File: src/rtl/rf_pkg.sv
// Shared widths and types for the register-file write-back path.
package rf_pkg;

  localparam int DATA_W = 32;
  localparam int ADDR_W = 5;
  localparam int NREG   = 1 << ADDR_W;

  typedef struct packed {
    logic [ADDR_W-1:0] dest;
    logic [DATA_W-1:0] data;
  } wb_entry_t;

  typedef enum logic [1:0] {
    SRC_NONE,
    SRC_ALU,
    SRC_LD
  } wb_src_e;

endpackage

File: src/rtl/rf_wb_hold.sv
// One-entry valid/ready holding register for a write-back producer.
// A full entry that is granted this cycle accepts a refill on the same edge.
module rf_wb_hold
  import rf_pkg::*;
(
  input  logic              clk,
  input  logic              rst,
  input  logic              src_valid,
  output logic              src_ready,
  input  logic [ADDR_W-1:0] src_dest,
  input  logic [DATA_W-1:0] src_data,
  input  logic              grant,
  output logic              hold_valid,
  output logic [ADDR_W-1:0] hold_dest,
  output logic [DATA_W-1:0] hold_data
);

  logic valid_reg;

  assign src_ready  = !rst && (!valid_reg || grant);
  assign hold_valid = valid_reg;

  always_ff @(posedge clk or posedge rst) begin
    if (rst) begin
      valid_reg <= 1'b0;
      hold_dest <= '0;
      hold_data <= '0;
    end else if (src_valid && src_ready) begin
      valid_reg <= 1'b1;
      hold_dest <= src_dest;
      hold_data <= src_data;
    end else if (grant) begin
      valid_reg <= 1'b0;
    end
  end

endmodule

File: src/rtl/rf_writeback_ctrl.sv
// Write-back controller: arbitrates ALU and load results onto the single
// register-file write port and tracks pending destinations for issue.
module rf_writeback_ctrl
  import rf_pkg::*;
#(
  parameter int STARVE_MAX  = 2,
  parameter int ZERO_REG_RO = 1
) (
  input  logic              clk,
  input  logic              rst,
  input  logic              alu_valid,
  output logic              alu_ready,
  input  logic [ADDR_W-1:0] alu_dest,
  input  logic [DATA_W-1:0] alu_data,
  input  logic              ld_valid,
  output logic              ld_ready,
  input  logic [ADDR_W-1:0] ld_dest,
  input  logic [DATA_W-1:0] ld_data,
  input  logic              iss_valid,
  input  logic [ADDR_W-1:0] iss_dest,
  input  logic [ADDR_W-1:0] DL1,
  input  logic [ADDR_W-1:0] DL2,
  output logic              busy1,
  output logic              busy2,
  output logic [ADDR_W-1:0] DE,
  output logic [DATA_W-1:0] Dato,
  output logic              WE
);

  localparam int CNT_W = (STARVE_MAX < 1) ? 1 : $clog2(STARVE_MAX + 1);

  logic              alu_hv, ld_hv;
  logic [ADDR_W-1:0] alu_hd, ld_hd;
  logic [DATA_W-1:0] alu_hdata, ld_hdata;
  wb_src_e           grant_src;
  wb_entry_t         win;
  logic              any_grant, zero_wr;
  logic [CNT_W-1:0]  starve_cnt_reg;
  logic [NREG-1:0]   pending_reg, set_vec, clr_vec;

  rf_wb_hold u_alu_hold (
    .clk(clk), .rst(rst),
    .src_valid(alu_valid), .src_ready(alu_ready),
    .src_dest(alu_dest), .src_data(alu_data),
    .grant(grant_src == SRC_ALU),
    .hold_valid(alu_hv), .hold_dest(alu_hd), .hold_data(alu_hdata)
  );

  rf_wb_hold u_ld_hold (
    .clk(clk), .rst(rst),
    .src_valid(ld_valid), .src_ready(ld_ready),
    .src_dest(ld_dest), .src_data(ld_data),
    .grant(grant_src == SRC_LD),
    .hold_valid(ld_hv), .hold_dest(ld_hd), .hold_data(ld_hdata)
  );

  // Load wins ties so memory latency stays short; the counter bounds ALU waiting.
  always_comb begin
    grant_src = SRC_NONE;
    win       = '0;
    if (alu_hv && ld_hv) begin
      grant_src = (starve_cnt_reg == CNT_W'(STARVE_MAX)) ? SRC_ALU : SRC_LD;
    end else if (alu_hv) begin
      grant_src = SRC_ALU;
    end else if (ld_hv) begin
      grant_src = SRC_LD;
    end
    if (grant_src == SRC_ALU) begin
      win.dest = alu_hd;
      win.data = alu_hdata;
    end else if (grant_src == SRC_LD) begin
      win.dest = ld_hd;
      win.data = ld_hdata;
    end
  end

  assign any_grant = (grant_src != SRC_NONE);
  assign zero_wr   = (ZERO_REG_RO != 0) && (win.dest == '0);

  always_ff @(posedge clk or posedge rst) begin
    if (rst) begin
      starve_cnt_reg <= '0;
    end else if (!alu_hv || grant_src == SRC_ALU) begin
      starve_cnt_reg <= '0;
    end else if (grant_src == SRC_LD) begin
      starve_cnt_reg <= starve_cnt_reg + 1'b1;
    end
  end

  // Register-0 writes retire silently: WE stays low and DE/Dato keep their values.
  always_ff @(posedge clk or posedge rst) begin
    if (rst) begin
      WE   <= 1'b0;
      DE   <= '0;
      Dato <= '0;
    end else if (any_grant && !zero_wr) begin
      WE   <= 1'b1;
      DE   <= win.dest;
      Dato <= win.data;
    end else begin
      WE   <= 1'b0;
    end
  end

  genvar gi;
  generate
    for (gi = 0; gi < NREG; gi++) begin : g_pending
      assign set_vec[gi] = iss_valid && (iss_dest == ADDR_W'(gi)) &&
                           !((ZERO_REG_RO != 0) && (gi == 0));
      assign clr_vec[gi] = any_grant && (win.dest == ADDR_W'(gi));

      // A same-cycle issue to the retiring register keeps the bit set.
      always_ff @(posedge clk or posedge rst) begin
        if (rst) begin
          pending_reg[gi] <= 1'b0;
        end else begin
          pending_reg[gi] <= set_vec[gi] || (pending_reg[gi] && !clr_vec[gi]);
        end
      end
    end
  endgenerate

  assign busy1 = pending_reg[DL1];
  assign busy2 = pending_reg[DL2];

endmodule

File: config.mk
export PLATFORM = sky130hd
export DESIGN_NAME = rf_writeback_ctrl
export DESIGN_NICKNAME = d
export VERILOG_FILES = /design/src/rtl/rf_pkg.sv /design/src/rtl/rf_wb_hold.sv /design/src/rtl/rf_writeback_ctrl.sv
export SDC_FILE = /design/constraint.sdc
export NUM_CORES = 1
export LEC_CHECK = 0
export ABC_AREA = 1
export CORE_AREA = 2 2 137 139
export DETAILED_ROUTE_END_ITERATION = 16
export DIE_AREA = 0 0 139 141
export MAX_ROUTING_LAYER = met4
export PLACE_DENSITY = 0.64
export SYNTH_ARGS = -nofsm -noshare
export SYNTH_HDL_FRONTEND = slang
export SYNTH_SLANG_ARGS = --single-unit
File: constraint.sdc
create_clock -name clk -period 6 [get_ports clk]
set_input_delay 1.2 -clock clk [delete_from_list [all_inputs] [get_ports clk]]
set_output_delay 1.2 -clock clk [all_outputs]
set_load 0.03 [all_outputs]
==> flow_summary.ini, run 1 <==
[setup_path]
critPathKind = primary input to output port
crit_path_cell_trace = clkdlybuf4s50_1 > inv_1 > nand2_1 > nand3_1 > nand3_1 > nand2_1 > nand2_1 > nand2_1 > nand2_1 > nand2_1 > clkdlybuf4s50_1
endpoint_kind = output port
slowest_delay_ns = 0.71
arrival_ns = 3.63
startpoint_type = primary input
cp_common_cell = nand2_1
cp.required_ns = 4.80
slowest_stage = clkdlybuf4s50_1
crit_buf_inv = 3
worst-path-max-fanout = 17
crit_family = buffers and inverters

[placed_design]
gp_congestion = 0.8847
dp_hpwl_um = 13570
port_buffers = 135

[yosys]
synth_cells = 877
synth.area.top_cells = dfrtp_1, nand2_1, mux2_2
netlist_area_um2 = 7122
yosysUniqueCellTypes = 23
yosysSeqAreaShare_pct = 52.00
ys_ff_latch = 148
yosysWarnings = 0
syn_nets = 972
avgSynthCellArea_um2 = 8.121
synth_top_cell_by_area = dfrtp_1
synth_top_area_share_pct = 52.00

[clock_tree]
cts_buffer_depth = 2
cts_resized = 0
clk_pin_slew_ns = 0.06
clockRootBuffer = clkbuf_16
cts_buffers = 17
htreeDepth = 4
cts_tree = done
cts_sinks = 148
postCtsHoldBufs = 0
insertion_delay_ns = 0.43
post-cts-setup-buffer-count = 0

[layout]
fillers = 1808
area_delta_synth_final_pct = 28.51
drive_gt1_share_pct = 9.172
fin_nets = 1085

[timing]
rsz0062_at_grt = no
finalHoldViolCount = 0
slew_headroom_pct = 27.07
skew_ns = 0.008797
finalCritPeriodShare_pct = 80.49
max_freq_mhz = 207.1
drv_slew = 0
setup_violations = 0
fin_tns_setup_ns = 0
period_minus_slack_ns = 4.830
tightest_slew_ns = 1.091

[global_routing]
grt_start_max_net_pins = 83
globalRoute.totalOverflow = 0
grt_antenna_before_repair = 1
grt_pass1_vias = 6045
grt_pass1_wl_um = 32400
grt_usage_pct = 21.68

[hold_path]
min_path_type = flop to flop

[detailed_routing]
remaining_drc_errors = 0
num_vias = 6234
drtAntennaViolNets = 0
drtIter0Drc = 385
wl_um = 20370
drtPass1Iterations = 5
post_drt_wl_per_cell_um = 16.45
routed_via_density = 5.036

[die]
start_util_pct = 38.99
core_area_um2 = 18270
fp.dieArea_um2 = 19600
die_y_um = 141
die_x_um = 139
placement_rows = 50
io_pins = 136

[power]
powerDensity_nw_per_um2 = 463.0
vdd_drop_max_uv = 242.7
finalPower_uw = 4237
leakagePower_uw = 0.004345

[outcome]
status = complete, no violations

[run]
maxCapViolCount = 0
## kinds of logic (layout without fill, tap and decap cells)
kind of cell / after synthesis / after routing / share of synthesized area [%]
AO/OA/AOI/OAI: 71 / 71 / 5.376
buffers and inverters: 113 / 239 / 6.852
flip-flops: 148 / 148 / 52.00
AND/OR/NAND/NOR: 507 / 507 / 29.74
multiplexers: 37 / 37 / 5.850
other: 0 / 1 / 0
adder cells (fa/ha/maj): 1 / 1 / 0.1757
## stage by stage
stage	hold slack [ns]	util, %	instance area, µm²	setup slack [ns]	instances
final	0.4284	50.10	9153	1.170	1238
after global placement	0.4191	47.00	8586	1.187	1205
after global routing	0.4440	50.10	9153	0.9283	1238
after detailed placement	0.4225	47.00	8586	1.162	1205
after CTS	0.4306	50.09	9150	1.158	1237
after floorplan	0.4032	-	7126	1.026	877
## Yosys cell counts, drive strengths merged
master and n:
dfrtp 148, clkbuf 18, a21oi 33, or2 2, nand4 32, o21ai 37, mux2 37, nor2 66
nand2 325, ha 1, nand3 82, a32o 1, inv 67, buf 28
## cell type report
type                       instances  area, µm²  area share (%)
tap                              234      292.8           3.199
multi-input combinational        616       2943           32.15
inverter                          67      257.7           2.816
antenna                            1      2.502         0.02734
clock buffer                      20      456.7           4.990
clock inverter                    12      107.6           1.176
sequential                       148       3704           40.46
timing repair buffer             140       1389           15.17
## power by group
part           total (µW)  switching [µW]  leakage [µW]  internal, µW
Combinational        1580            1020       0.00236           558
Clock                1010             424      0.000260           590
Sequential           1640             276       0.00172          1370
Total                4240            1720       0.00434          2510
## per-layer routing
layer	wire, µm	GRT usage [%]	share of wire [%]
met1	8869	27.49	44
met2	9841	33.96	48
met3	1133	5.537	5.6
met4	524	7.709	2.6
met5	0	-	0
## layout by cell type, fill, tap and decap left out, types with 3 or more instances in the layout
| cell | instances |
|---|---|
| mux2_2 | 37 |
| nand3_1 | 81 |
| clkinvlp_4 | 7 |
| nand2_2 | 5 |
| nand4_1 | 32 |
| nor2_1 | 61 |
| dfrtp_1 | 148 |
| o21ai_0 | 36 |
| buf_4 | 5 |
| inv_1 | 63 |
| nand2_1 | 320 |
| clkdlybuf4s50_1 | 135 |
| clkinv_2 | 3 |
| nor2_2 | 3 |
| clkbuf_16 | 17 |
| a21oi_1 | 32 |
## final timing paths
check,from,endpoint,slack (ns),depth (start not counted)
worst min-delay path,starve_cnt_reg[0],starve_cnt_reg[0],0.43,1
max in group asynchronous,rst,Dato[24],3.33,4
worst max-delay path,DL2[0],busy2,1.17,11
min in group asynchronous,rst,u_alu_hold.hold_dest[3],1.24,3
worst min register to register,starve_cnt_reg[0],starve_cnt_reg[0],0.43,1
worst max register to register,starve_cnt_reg[0],DE[1],2.24,9
(Power assumes the default switching activity.)
==> run 2: changes to the inputs <==
Clock period 6 ns to 4.4 ns, I/O delays scaled along.
==> flow_summary.ini, run 2 (synthesis results as in run 1) <==
[power]
swShare_pct = 39.20
p_seq_share_pct = 38.1
pwr-share-clk_pct = 24.9
p_int_uw = 3561
combPwrFrac_pct = 37.0
finalPower_uw = 5857
powerDensity_nw_per_um2 = 634.5
p_switching_uw = 2296
vdd_drop_max_uv = 355.7
leakagePower_uw = 0.004407

[layout]
final_common_cell = nand2_1
finish.instance_area_um2 = 9231
ff_latch_area_um2 = 3704
fin_cells = 1245
drive_gt1_share_pct = 9.415
fillers = 1810
area_delta_synth_final_pct = 29.62
multiInputGateArea_um2 = 2943
final_cell_mix = nand2_1, dfrtp_1, clkdlybuf4s50_1, nand3_1, inv_1
fin_nets = 1091

[placed_design]
dpl.cell_count = 1211
placed_area_um2 = 8631
dp_hpwl_um = 13490
gp_congestion = 0.9121
port_buffers = 135
dp_slack_ns = 0.5974

[clock_tree]
cts_tree = done
htreeDepth = 4
post-cts-setup-buffer-count = 0
clk_pin_slew_ns = 0.06
insertion_delay_ns = 0.41
cts_resized = 0
cts_buffers = 17
clockRootBuffer = clkbuf_16
postCtsHoldBufs = 0
cts_buffer_depth = 2
cts_sinks = 148

[setup_path]
endpoint_kind = output port
startpoint = DL1[1]
critPathKind = primary input to output port
arrival_ns = 2.94
rrSetupSlack_ns = 1.37
worst-path-max-fanout = 9
startpoint_type = primary input
cp.required_ns = 3.52
timing.rr.start = starve_cnt_reg[0]

[die]
fp.dieArea_um2 = 19600
die_y_um = 141
io_pins = 136
start_util_pct = 38.99
core_area_um2 = 18270
die_x_um = 139
placement_rows = 50

[timing]
skew_ns = 0.007004
max_freq_mhz = 262.0
fin_ws_ns = 0.5828
setup_violations = 0
period_minus_slack_ns = 3.817
drv_slew = 0
finalCritPeriodShare_pct = 86.75
rsz0062_at_grt = no
finalHoldViolCount = 0
slew_headroom_pct = 22.64
tightest_slew_ns = 1.156
fin_tns_setup_ns = 0

[global_routing]
globalRoute.totalOverflow = 0
grt_start_max_net_pins = 86
grt_pass1_wl_um = 31940
grt_usage_pct = 21.18
grt_pass1_vias = 6027
grt_antenna_before_repair = 2

[hold_path]
worstHoldStart = starve_cnt_reg[0]
min_path_type = flop to flop

[run]
maxCapViolCount = 0

[detailed_routing]
routed_via_density = 4.990
dr_wl_met2_um = 9521
drtIter0Drc = 302
num_vias = 6212
drtPass1Iterations = 5
drtAntennaViolNets = 0
m1WireLength_um = 8939
post_drt_wl_per_cell_um = 15.97
routed.top_layer = met4
wl_um = 19880
remaining_drc_errors = 0
met3WireLength_um = 1009

[outcome]
status = complete, no violations
-- run 2: changes by cell type in the layout (fill, tap and decap cells not counted) --
cell,delta
buf_4,+6
clkbuf_1,+3
bufinv_16,+2
clkinv_2,+1
clkinvlp_4,-6
diode_2,+1
-- run 2: layer usage --
metal,up-vias,track usage (%)
met5,-,-
met4,0,7.443
met3,26,4.925
met2,160,33.83
met1,2977,26.63
li1,3049,-
-- run 2: final timing paths --
check                                            to  depth (start not counted)
max                                           busy1                         10
max reg2reg                                   DE[3]                          9
min in group asynchronous    u_ld_hold.hold_dest[1]                          3
min                               starve_cnt_reg[0]                          1
min reg2reg                       starve_cnt_reg[0]                          1
max in group asynchronous  u_alu_hold.hold_data[23]                          4
-- run 2: worst max-delay path, cell delays in order --
cell and delay [ns]:
clkdlybuf4s50_1 0.67, inv_1 0.23, nand3_1 0.13, nand3_1 0.09, nand2_1 0.07, nand2_1 0.04
nand2_1 0.05, nand2_1 0.04, nand2_1 0.06, clkdlybuf4s50_1 0.66
-- run 2: area by class of cell --
type | instances | share of cell area (%)
diodes | 2 | 0.05422
clock buffers | 23 | 5.069
clock inverters | 9 | 1.382
inverters | 67 | 2.792
multi-input cells | 616 | 31.88
flip-flops and latches | 148 | 40.12
well taps | 234 | 3.172
repair buffers | 146 | 15.53
-- run 2: metrics by stage --
stage | util, % | hold WS [ns]
finish | 50.53 | 0.4367
global route | 50.53 | 0.4548
CTS | 50.51 | 0.4319
detailed placement | 47.25 | 0.4240
global placement | 47.25 | 0.4183
floorplan | - | 0.4032
-- run 2: power by group through the flow --
stage | sequential (µW) | combinational (µW) | clock [µW]
after floorplan | 2370 | 1220 | 0
after global placement | 2250 | 2150 | 0
after detailed placement | 2250 | 2180 | 0
after CTS | 2230 | 2190 | 1490
after global routing | 2280 | 2410 | 1550
final | 2230 | 2160 | 1460
==> run 3: changes to the inputs <==
Settings changed: CORE_AREA 2 2 137 139 to 2 2 112 114, CTS_BUF_LIST set to sky130_fd_sc_hd__clkbuf_2, DIE_AREA 0 0 139 141 to 0 0 114 116, DONT_BUFFER_PORTS set to 1, PLACE_DENSITY 0.64 to 0.76.
==> flow_summary.ini, run 3 (synthesis results as in run 1) <==
[setup_path]
slowest_delay_ns = 0.42
critPathKind = flop to output port
rrSetupSlack_ns = 1.14
slowest_stage = dfrtp_1
startpoint_type = flop
cp.required_ns = 3.52
endpoint_kind = output port
crit_path_cell_trace = inv_1 > ha_1 > inv_1 > nand2_2 > nand2_2 > nand2_1 > nand2_1 > inv_2
worst-path-max-fanout = 33
arrival_ns = 2.62

[global_routing]
grt_pass1_wl_um = 29120
globalRoute.totalOverflow = 0
grt_usage_pct = 29.53
grt_start_max_net_pins = 78
grt_antenna_before_repair = 1
grt_pass1_vias = 5734

[clock_tree]
htreeDepth = 4
clk_pin_slew_ns = 0.21
postCtsHoldBufs = 0
cts_tree = done
cts_buffers = 17
insertion_delay_ns = 0.73
post-cts-setup-buffer-count = 0
clockRootBuffer = clkbuf_2
cts_resized = 0
cts_sinks = 148
cts_buffer_depth = 2

[timing]
finalHoldViolCount = 0
drv_slew = 0
period_minus_slack_ns = 3.497
tightest_slew_ns = 0.9970
finalCritPeriodShare_pct = 79.49
max_freq_mhz = 285.9
slew_headroom_pct = 33.29
fin_ws_ns = 0.9026
skew_ns = 0.03187
rsz0062_at_grt = no
setup_violations = 0
fin_tns_setup_ns = 0

[placed_design]
gp_congestion = 0.9522
placed_area_um2 = 7133
dp_hpwl_um = 12290
port_buffers = 0
dp_slack_ns = 1.157

[layout]
final_cell_mix = nand2_1, dfrtp_1, nand3_1, inv_1, nor2_1
finish.instance_area_um2 = 7325
area_delta_synth_final_pct = 2.846
fillers = 1069
final_util_pct = 61.49
fin_nets = 951
drive_gt1_share_pct = 10.24
final_common_cell = nand2_1

[detailed_routing]
routed_via_density = 5.704
post_drt_wl_per_cell_um = 17.35
num_vias = 5801
drtIter0Drc = 571
wl_um = 17640
remaining_drc_errors = 0
drtAntennaViolNets = 0
drtPass1Iterations = 5

[hold_path]
min_path_type = primary input to flop

[die]
io_pins = 136
die_x_um = 114
start_util_pct = 59.79
die_y_um = 116
core_area_um2 = 11910
fp.dieArea_um2 = 13220
placement_rows = 40

[outcome]
status = complete, no violations

[run]
maxCapViolCount = 0

[power]
powerDensity_nw_per_um2 = 629.1
leakagePower_uw = 0.003695
vdd_drop_max_uv = 318.7
## run 3: cell types whose count changed in the layout (fill, tap and decap cells not counted), sizes merged
cell and delta:
clkdlybuf4s50 -135, buf -5, clkbuf -3, clkinv +3, bufinv -2, clkinvlp +1
diode -1, inv +1
## run 3: routing by layer
metal  wire length (µm)  GRT usage, %  vias up
met1               7706         38.39     2803
met5                  0             -        -
met2               8249         45.04      200
li1                   -             -     2769
met3               1312         7.322       29
met4                373         11.54        0
## run 3: stage by stage
step | power [µW] | cells | hold WS, ns
2_1_floorplan | 3594 | 877 | 0.4032
3_3_place_gp | 3888 | 984 | 0.4217
3_5_place_dp | 3964 | 984 | 0.4249
4_1_cts | 4619 | 1016 | 0.2169
5_1_grt | 4967 | 1017 | 0.2246
6_report | 4608 | 1017 | 0.2737
## run 3: path summary, 6_finish.rpt
kind	start	endpoint	cells after the start
worst min register to register	starve_cnt_reg[0]	starve_cnt_reg[0]	1
worst max register to register	starve_cnt_reg[0]	pending_reg[0]	10
min in group asynchronous	rst	u_alu_hold.hold_dest[0]	2
worst max-delay path	starve_cnt_reg[0]	alu_ready	8
max in group asynchronous	rst	pending_reg[25]	3
worst min-delay path	ld_data[16]	u_ld_hold.hold_data[16]	1
## run 3: cell type report
type,count,area [µm²],share of cell area [%]
diodes,1,2.502,0.03416
clock buffers,20,100.1,1.367
clock inverters,12,88.84,1.213
inverters,67,257.7,3.519
multi-input cells,616,2943,40.18
flip-flops and latches,148,3704,50.56
well taps,147,183.9,2.511
repair buffers,6,45.04,0.6150
## run 3: where the power goes
group	total [µW]	internal [µW]	switching (µW)
clock network	666	201	465
registers	2500	1850	658
logic	1440	454	983
total	4610	2500	2110
## run 3: critical path: cells and delay by family, from the launching register on
| family | cells | cell delay, ns |
|---|---|---|
| adders and majority gates | 1 | 0.24 |
| buffers and inverters | 3 | 0.35 |
| DFF | 1 | 0.42 |
| and+or+nand+nor | 4 | 0.88 |
